===== config.mk =====
export PLATFORM = sky130hd
export DESIGN_NAME = serial_alu_ctrl
export DESIGN_NICKNAME = d
export VERILOG_FILES = /design/src/rtl/serial_alu_ctrl.sv
export SDC_FILE = /design/constraint.sdc
export NUM_CORES = 1
export LEC_CHECK = 0
export ABC_AREA = 1
export BUFFER_PORTS_ARGS = -buffer_cell sky130_fd_sc_hd__buf_4
export CORE_ASPECT_RATIO = 0.9
export CORE_UTILIZATION = 50
export DETAILED_ROUTE_END_ITERATION = 10
export GPL_TIMING_DRIVEN = 1
export PLACE_DENSITY = 0.81
export SYNTH_ARGS = -nofsm -noshare
export SYNTH_HDL_FRONTEND = slang
export SYNTH_SLANG_ARGS = --single-unit
export TNS_END_PERCENT = 1

===== constraint.sdc =====
create_clock -name clk -period 1.33 [get_ports clk]
set_input_delay 0.0665 -clock clk [delete_from_list [all_inputs] [get_ports clk]]
set_output_delay 0.0665 -clock clk [all_outputs]
set_load 0.03 [all_outputs]

===== src/rtl/serial_alu_ctrl.sv =====
// rtl/serial_alu_ctrl.sv - bit-serial controller sequencing an external 1-bit ALU slice
//
// Purpose: captures two WIDTH-bit operands, an opcode and an initial carry on an
// accepted start, then walks the operands LSB first through an external
// combinational 1-bit slice, chaining the carry through a register and
// assembling the result. done pulses for one cycle when result/cout are valid.
//
// Ports:
//   clk, rst_n          clock (rising edge), asynchronous active-low reset
//   start               request; accepted only while ready is high
//   a, b, op, cin0      operands, opcode and initial carry, captured on accept
//   ready               high in IDLE and DONE
//   alu_a/b/cin/op      drive to the 1-bit slice (a/b/cin forced low outside RUN)
//   alu_s, alu_cout     slice outputs, combinational from alu_*
//   result, cout        last completed result and final carry
//   done                one-cycle completion pulse
module serial_alu_ctrl #(
  parameter int WIDTH = 8
) (
  input  logic             clk,
  input  logic             rst_n,
  input  logic             start,
  input  logic [WIDTH-1:0] a,
  input  logic [WIDTH-1:0] b,
  input  logic [1:0]       op,
  input  logic             cin0,
  output logic             ready,
  output logic             alu_a,
  output logic             alu_b,
  output logic             alu_cin,
  output logic [1:0]       alu_op,
  input  logic             alu_s,
  input  logic             alu_cout,
  output logic [WIDTH-1:0] result,
  output logic             cout,
  output logic             done
);

  localparam int CW = $clog2(WIDTH) + 1;

  typedef enum logic [1:0] {
    IDLE = 2'd0,
    RUN  = 2'd1,
    DONE = 2'd2
  } state_t;

  state_t           state, state_next;
  logic [CW-1:0]    cnt;
  logic [WIDTH-1:0] a_sh, b_sh, res_q, res_next;
  logic [1:0]       op_q;
  logic             carry_q, cout_q;
  logic             accept, last;

  assign accept = start && (state != RUN);
  assign last   = (cnt == CW'(WIDTH - 1));

  // Result is shifted in from the MSB end, so after WIDTH slices bit k holds
  // the slice output produced for operand bit k.
  always_comb begin
    res_next            = res_q >> 1;
    res_next[WIDTH-1]   = alu_s;
  end

  always_comb begin
    state_next = state;
    case (state)
      IDLE:    if (start) state_next = RUN;
      RUN:     if (last)  state_next = DONE;
      DONE:    state_next = start ? RUN : IDLE;
      default: state_next = IDLE;
    endcase
  end

  always_ff @(posedge clk or negedge rst_n) begin
    if (!rst_n) begin
      state   <= IDLE;
      cnt     <= '0;
      a_sh    <= '0;
      b_sh    <= '0;
      op_q    <= '0;
      carry_q <= 1'b0;
      res_q   <= '0;
      cout_q  <= 1'b0;
    end else begin
      state <= state_next;
      if (accept) begin
        a_sh    <= a;
        b_sh    <= b;
        op_q    <= op;
        // Preloading the carry register with cin0 makes k=0 look like any other slice.
        carry_q <= cin0;
        cnt     <= '0;
      end else if (state == RUN) begin
        a_sh    <= a_sh >> 1;
        b_sh    <= b_sh >> 1;
        carry_q <= alu_cout;
        res_q   <= res_next;
        if (last) begin
          cout_q <= alu_cout;
        end else begin
          cnt <= cnt + CW'(1);
        end
      end
    end
  end

  assign ready   = (state != RUN);
  assign done    = (state == DONE);
  assign alu_a   = (state == RUN) && a_sh[0];
  assign alu_b   = (state == RUN) && b_sh[0];
  assign alu_cin = (state == RUN) && carry_q;
  assign alu_op  = op_q;
  assign result  = res_q;
  assign cout    = cout_q;

endmodule


After elaboration in Yosys (flattened, before gate mapping)
Index checks and enable logic that the tools add are counted.
Widths: inputs -> output; s select.
- add/subtract/negate cells: 1
- eq/ne operators: 7
- multiplexer cells: 13
- bitwise gates (word level): 1
- reduce and logical (&&, ||, !) cells: 10
- operator list (cell ; count):
    $mux 8 ; 4
    $mux 4 ; 3
    $ne 2x2->1 const B ; 3
    $pmux 2 s3 ; 1
    $reduce_and 2->1 ; 3
    $add 4x1->4 const B ; 1
    $eq 4x3->1 const B ; 1
    $logic_and 1x1->1 ; 4
    $mux 2 ; 2
    $mux 1 ; 3
    $reduce_and 3->1 ; 1
    $eq 2x1->1 const B ; 1
    $eq 2x2->1 const B ; 1
    $logic_not 2->1 ; 1
    $ne 2x1->1 const B ; 1
    $reduce_bool 2->1 ; 1
    $not 1->1 ; 1
- bits in registers: 34
- input bits: 24
- output and inout port bits: 16
- logic and storage cells: 40

Logic depth before layout (Yosys ltp)
- depth in word-level cells: 4
- depth in mapped cells: 7

Worst setup path before layout
Ideal clock, no wire load.
- path kind: reg-to-output
- from: register state[1]
- to: output alu_a
- data arrival time: 1230 ps
- path slack: 33 ps
- stages on the path, launching flop included: 5
- path through: dfrtp_1 -> inv_1 -> nand2_1 -> buf_2 -> nor2_1
- word-level cells in the longest chain between the ends: 2
- ends and longest elaborated chain (item ; line ; text):
    from (decl) ; 47 ; state_t state, state_next;
    from (signal assigned) ; 85 ; state <= state_next;
    $eq 2x1->1 ; 109 ; assign alu_a = (state == RUN) && a_sh[0];
    $logic_and 1x1->1 ; 109 ;
    to (decl) ; 28 ; output logic alu_a,
Every way passes these cells.

Final worst setup path
- from: register state[0]
- to: output ready
- word-level cells in the longest chain between the ends: 1
- ends and longest elaborated chain (item ; line ; text):
    $ne 2x1->1 ; 107 ; assign ready = (state != RUN);
    to (decl) ; 27 ; output logic ready,
Every way passes these cells.

==> key figures <==
Clock network
  • Max clock buf depth: 2
  • CTS tree: yes
  • Reg clk slew, reported paths: 0.10 ns
  • TritonCTS buffer count: 5
  • H-tree depth: 2
  • Skew-Pair Late Insertion Delay: 0.33 ns
  • CTS Sinks: 34
  • Root Driver: clkbuf_4

Global route
  • Grt total ovfl: 0
  • Pin count of the biggest net entering global routing: 35
  • First-pass GRT wire length: 5740 microns
  • All-Layer GR Usage: 24.9%
  • Vias in the first global route: 1450
  • Initial antenna violation count: 0

Detailed routing
  • DRT Pass-1 Iters: 4
  • First DRT Iteration DRCs: 81
  • DRT antenna net count: 0
  • Post-DR vias/cell: 4.98
  • Final routed DRC violation total: 0
  • Routed WL per cell: 12.3 microns
  • Vias: 1419
  • Routed WL: 3500 microns

Logic synthesis
  • Synth Register Bits: 34
  • Top cells by area, synth: dfrtp_1 (57%), nand2_1 (21%), nand3_1 (7.0%), o21ai_0 (3.0%), inv_1 (2.8%)
  • Post-Syn Area: 1500 sq um
  • Synth Area per Inst: 8.47 sq um
  • Syn_nets: 202
  • Post-synthesis sequential area ratio: 56.8%
  • Library cells used by synthesis: 17
  • Ys Warns: 0
  • Dominant cell type by area after synthesis: dfrtp_1
  • Yosys top cell area share: 56.8%
  • Instance count of the mapped netlist: 177

Floorplanning
  • Die area: 3220 sq um
  • Die Span Y: 53.9 microns
  • Core Box Area: 2790 sq um
  • Die W: 59.7 microns
  • # rows: 18
  • Starting density of the core: 53.7%
  • Total I/O pin count: 40

Cells and area
  • Design area: 2120 sq um
  • N_diodes: 0
  • Layout Nets: 270
  • Share of cells above drive strength 1: 24.1%
  • Area growth syn-to-layout: 41.7%
  • Final design utilization: 76.1%
  • Number of fill cells in the layout: 220

Power
  • Design internal power: 2.53 mW
  • PwrDens: 2120 nW/um^2
  • Pleak: 1.11 nW
  • NetSw: 1.98 mW
  • Logic pwr share: 49.3%
  • Sw Share: 43.9%
  • Clock power share: 11.4%
  • Power Total: 4.50 mW
  • Seq pwr share: 39.3%
  • Max rail drop VDD: 0.801 mV

Setup path
  • Req. time, crit path: 1.26 ns
  • Crit path from: state[0]$_DFFE_PN0P_
  • R2R Path End: a_sh[2]$_DFFE_PN0P_
  • Setup crit end kind: primary output
  • Reg2Reg Setup Slack: 0.10 ns
  • Critical Path Sink: ready
  • Worst Path Max Fanout: 8
  • Worst setup SP type: flop
  • Worst R2R Path Depth: 5
  • Crit path DAT: 1.21 ns
  • Worst setup path class: flop to primary output
  • R2r startpoint: state[0]$_DFFE_PN0P_

Placement
  • Port bufs: 39
  • Dpl cell area: 1830 sq um
  • GPL Wtd Cong: 0.752
  • Detail Placement HPWL: 2240 microns

STA
  • Slew Limit Headroom: 71.7%
  • Setup total negative slack: 0 ns
  • Hold Slack: 0.0876 ns
  • Fmax: 0.783 GHz
  • Fin. Hold Viols: 0
  • Tcrit/Tclk final: 96.0%
  • Max-slew violations: 0
  • Tmin final: 1.28 ns
  • Worst slew pin tran: 0.425 ns
  • Final setup viols: 0
  • Post-Route Skew: 0.00635 ns

Status
  • Status: finished, final reports clean

Job
  • Maxcap violations: 0

Worst hold path
  • HP Class: input pin to flop
-- Yosys cell counts --
| library cell | count |
|---|---|
| nand2_1 | 82 |
| o21ai_0 | 9 |
| buf_6 | 1 |
| or2_2 | 1 |
| nor2_4 | 1 |
| buf_4 | 2 |
| inv_1 | 11 |
| clkinv_1 | 1 |
| nand4_1 | 1 |
| buf_2 | 2 |
| ha_1 | 1 |
| dfrtp_1 | 34 |
| nor2_8 | 2 |
| nand3_1 | 21 |
| nor2_1 | 5 |
| nand2_2 | 1 |
| inv_2 | 2 |
-- what timing repair did --
action	in CTS	in global routing
hold buffers	22	0
gates resized for setup	1	5
setup buffers	1	1
setup endpoints to repair	4	4
hold endpoints to repair	55	0
-- kinds of logic after synthesis --
| family | share of synthesized area (%) |
|---|---|
| adder cells (fa/ha/maj) | 0.835 |
| AND/OR/NAND/NOR | 33.5 |
| flip-flops | 56.8 |
| buffers and inverters | 5.93 |
| AO/OA/AOI/OAI | 3.00 |
-- sequential cells by signal (all words and copies together) (netlist names) --
name / flops
b_sh: 8
cnt: 4
state: 2
carry_q: 1
result: 8
alu_op: 2
cout: 1
a_sh: 8
-- power groups by stage --
stage | combinational (mW) | clock, mW | sequential [mW]
2_1_floorplan | 1.17 | 0 | 2.01
3_3_place_gp | 2.01 | 0 | 1.74
3_5_place_dp | 2.10 | 0 | 1.78
4_1_cts | 2.18 | 0.526 | 1.75
5_1_grt | 2.46 | 0.573 | 1.82
6_report | 2.22 | 0.513 | 1.77
-- placed cells by master, fill, tap and decap left out --
master and n:
nor2_4 1, nand4_1 1, ha_1 1, o21ai_0 9, clkbuf_1 2, dfrtp_2 1
inv_1 10, clkbuf_4 5, nand2_1 81, nor2_1 5, nand2_2 1, nand2_4 1
or2_2 1, inv_2 3, nor2_8 2, clkinv_1 1, dfrtp_1 33, buf_6 2
nand3_1 21, buf_4 42, dlygate4sd3_1 22
-- per-stage QoR --
step           setup slack, ns  cells
6_report                0.0528    285
4_1_cts                0.00507    284
3_5_place_dp             0.145    254
5_1_grt               -0.00492    285
2_1_floorplan           0.0334    177
3_3_place_gp             0.191    254
-- critical path, stage by stage (launching register included) --
cell and delay [ns]:
dfrtp_2 0.46, nand2_4 0.13, buf_6 0.13, buf_4 0.15
-- metal layers --
layer  track usage (%)  routed length, microns  vias up
li1                  -                       -      685
met3              5.77                     167        8
met5                 0                       0        -
met1              26.4                    1420      680
met4              15.1                      64        0
met2              45.0                    1850       46
-- worst min-delay path by stage --
stage          cells after the start  startpoint  slack (ns)                     to
2_1_floorplan                      0       rst_n       -0.23    a_sh[0]$_DFFE_PN0P_
3_3_place_gp                       1       rst_n        0.03  result[3]$_DFFE_PN0P_
3_5_place_dp                       1       rst_n        0.03  result[5]$_DFFE_PN0P_
4_1_cts                            3       start        0.09   state[0]$_DFFE_PN0P_
5_1_grt                            3       start        0.09   state[0]$_DFFE_PN0P_
6_report                           3       start        0.09   state[0]$_DFFE_PN0P_
-- area by class of cell --
| cell class | count | area (sq um) | share of cell area [%] |
|---|---|---|---|
| repair buffers | 66 | 558 | 26.3 |
| multi-input cells | 124 | 567 | 26.7 |
| clock buffers | 7 | 45.0 | 2.12 |
| well taps | 40 | 50.0 | 2.36 |
| inverters | 14 | 52.6 | 2.47 |
| flip-flops and latches | 34 | 852 | 40.1 |
Note: power is estimated with default switching activity, not from simulation.
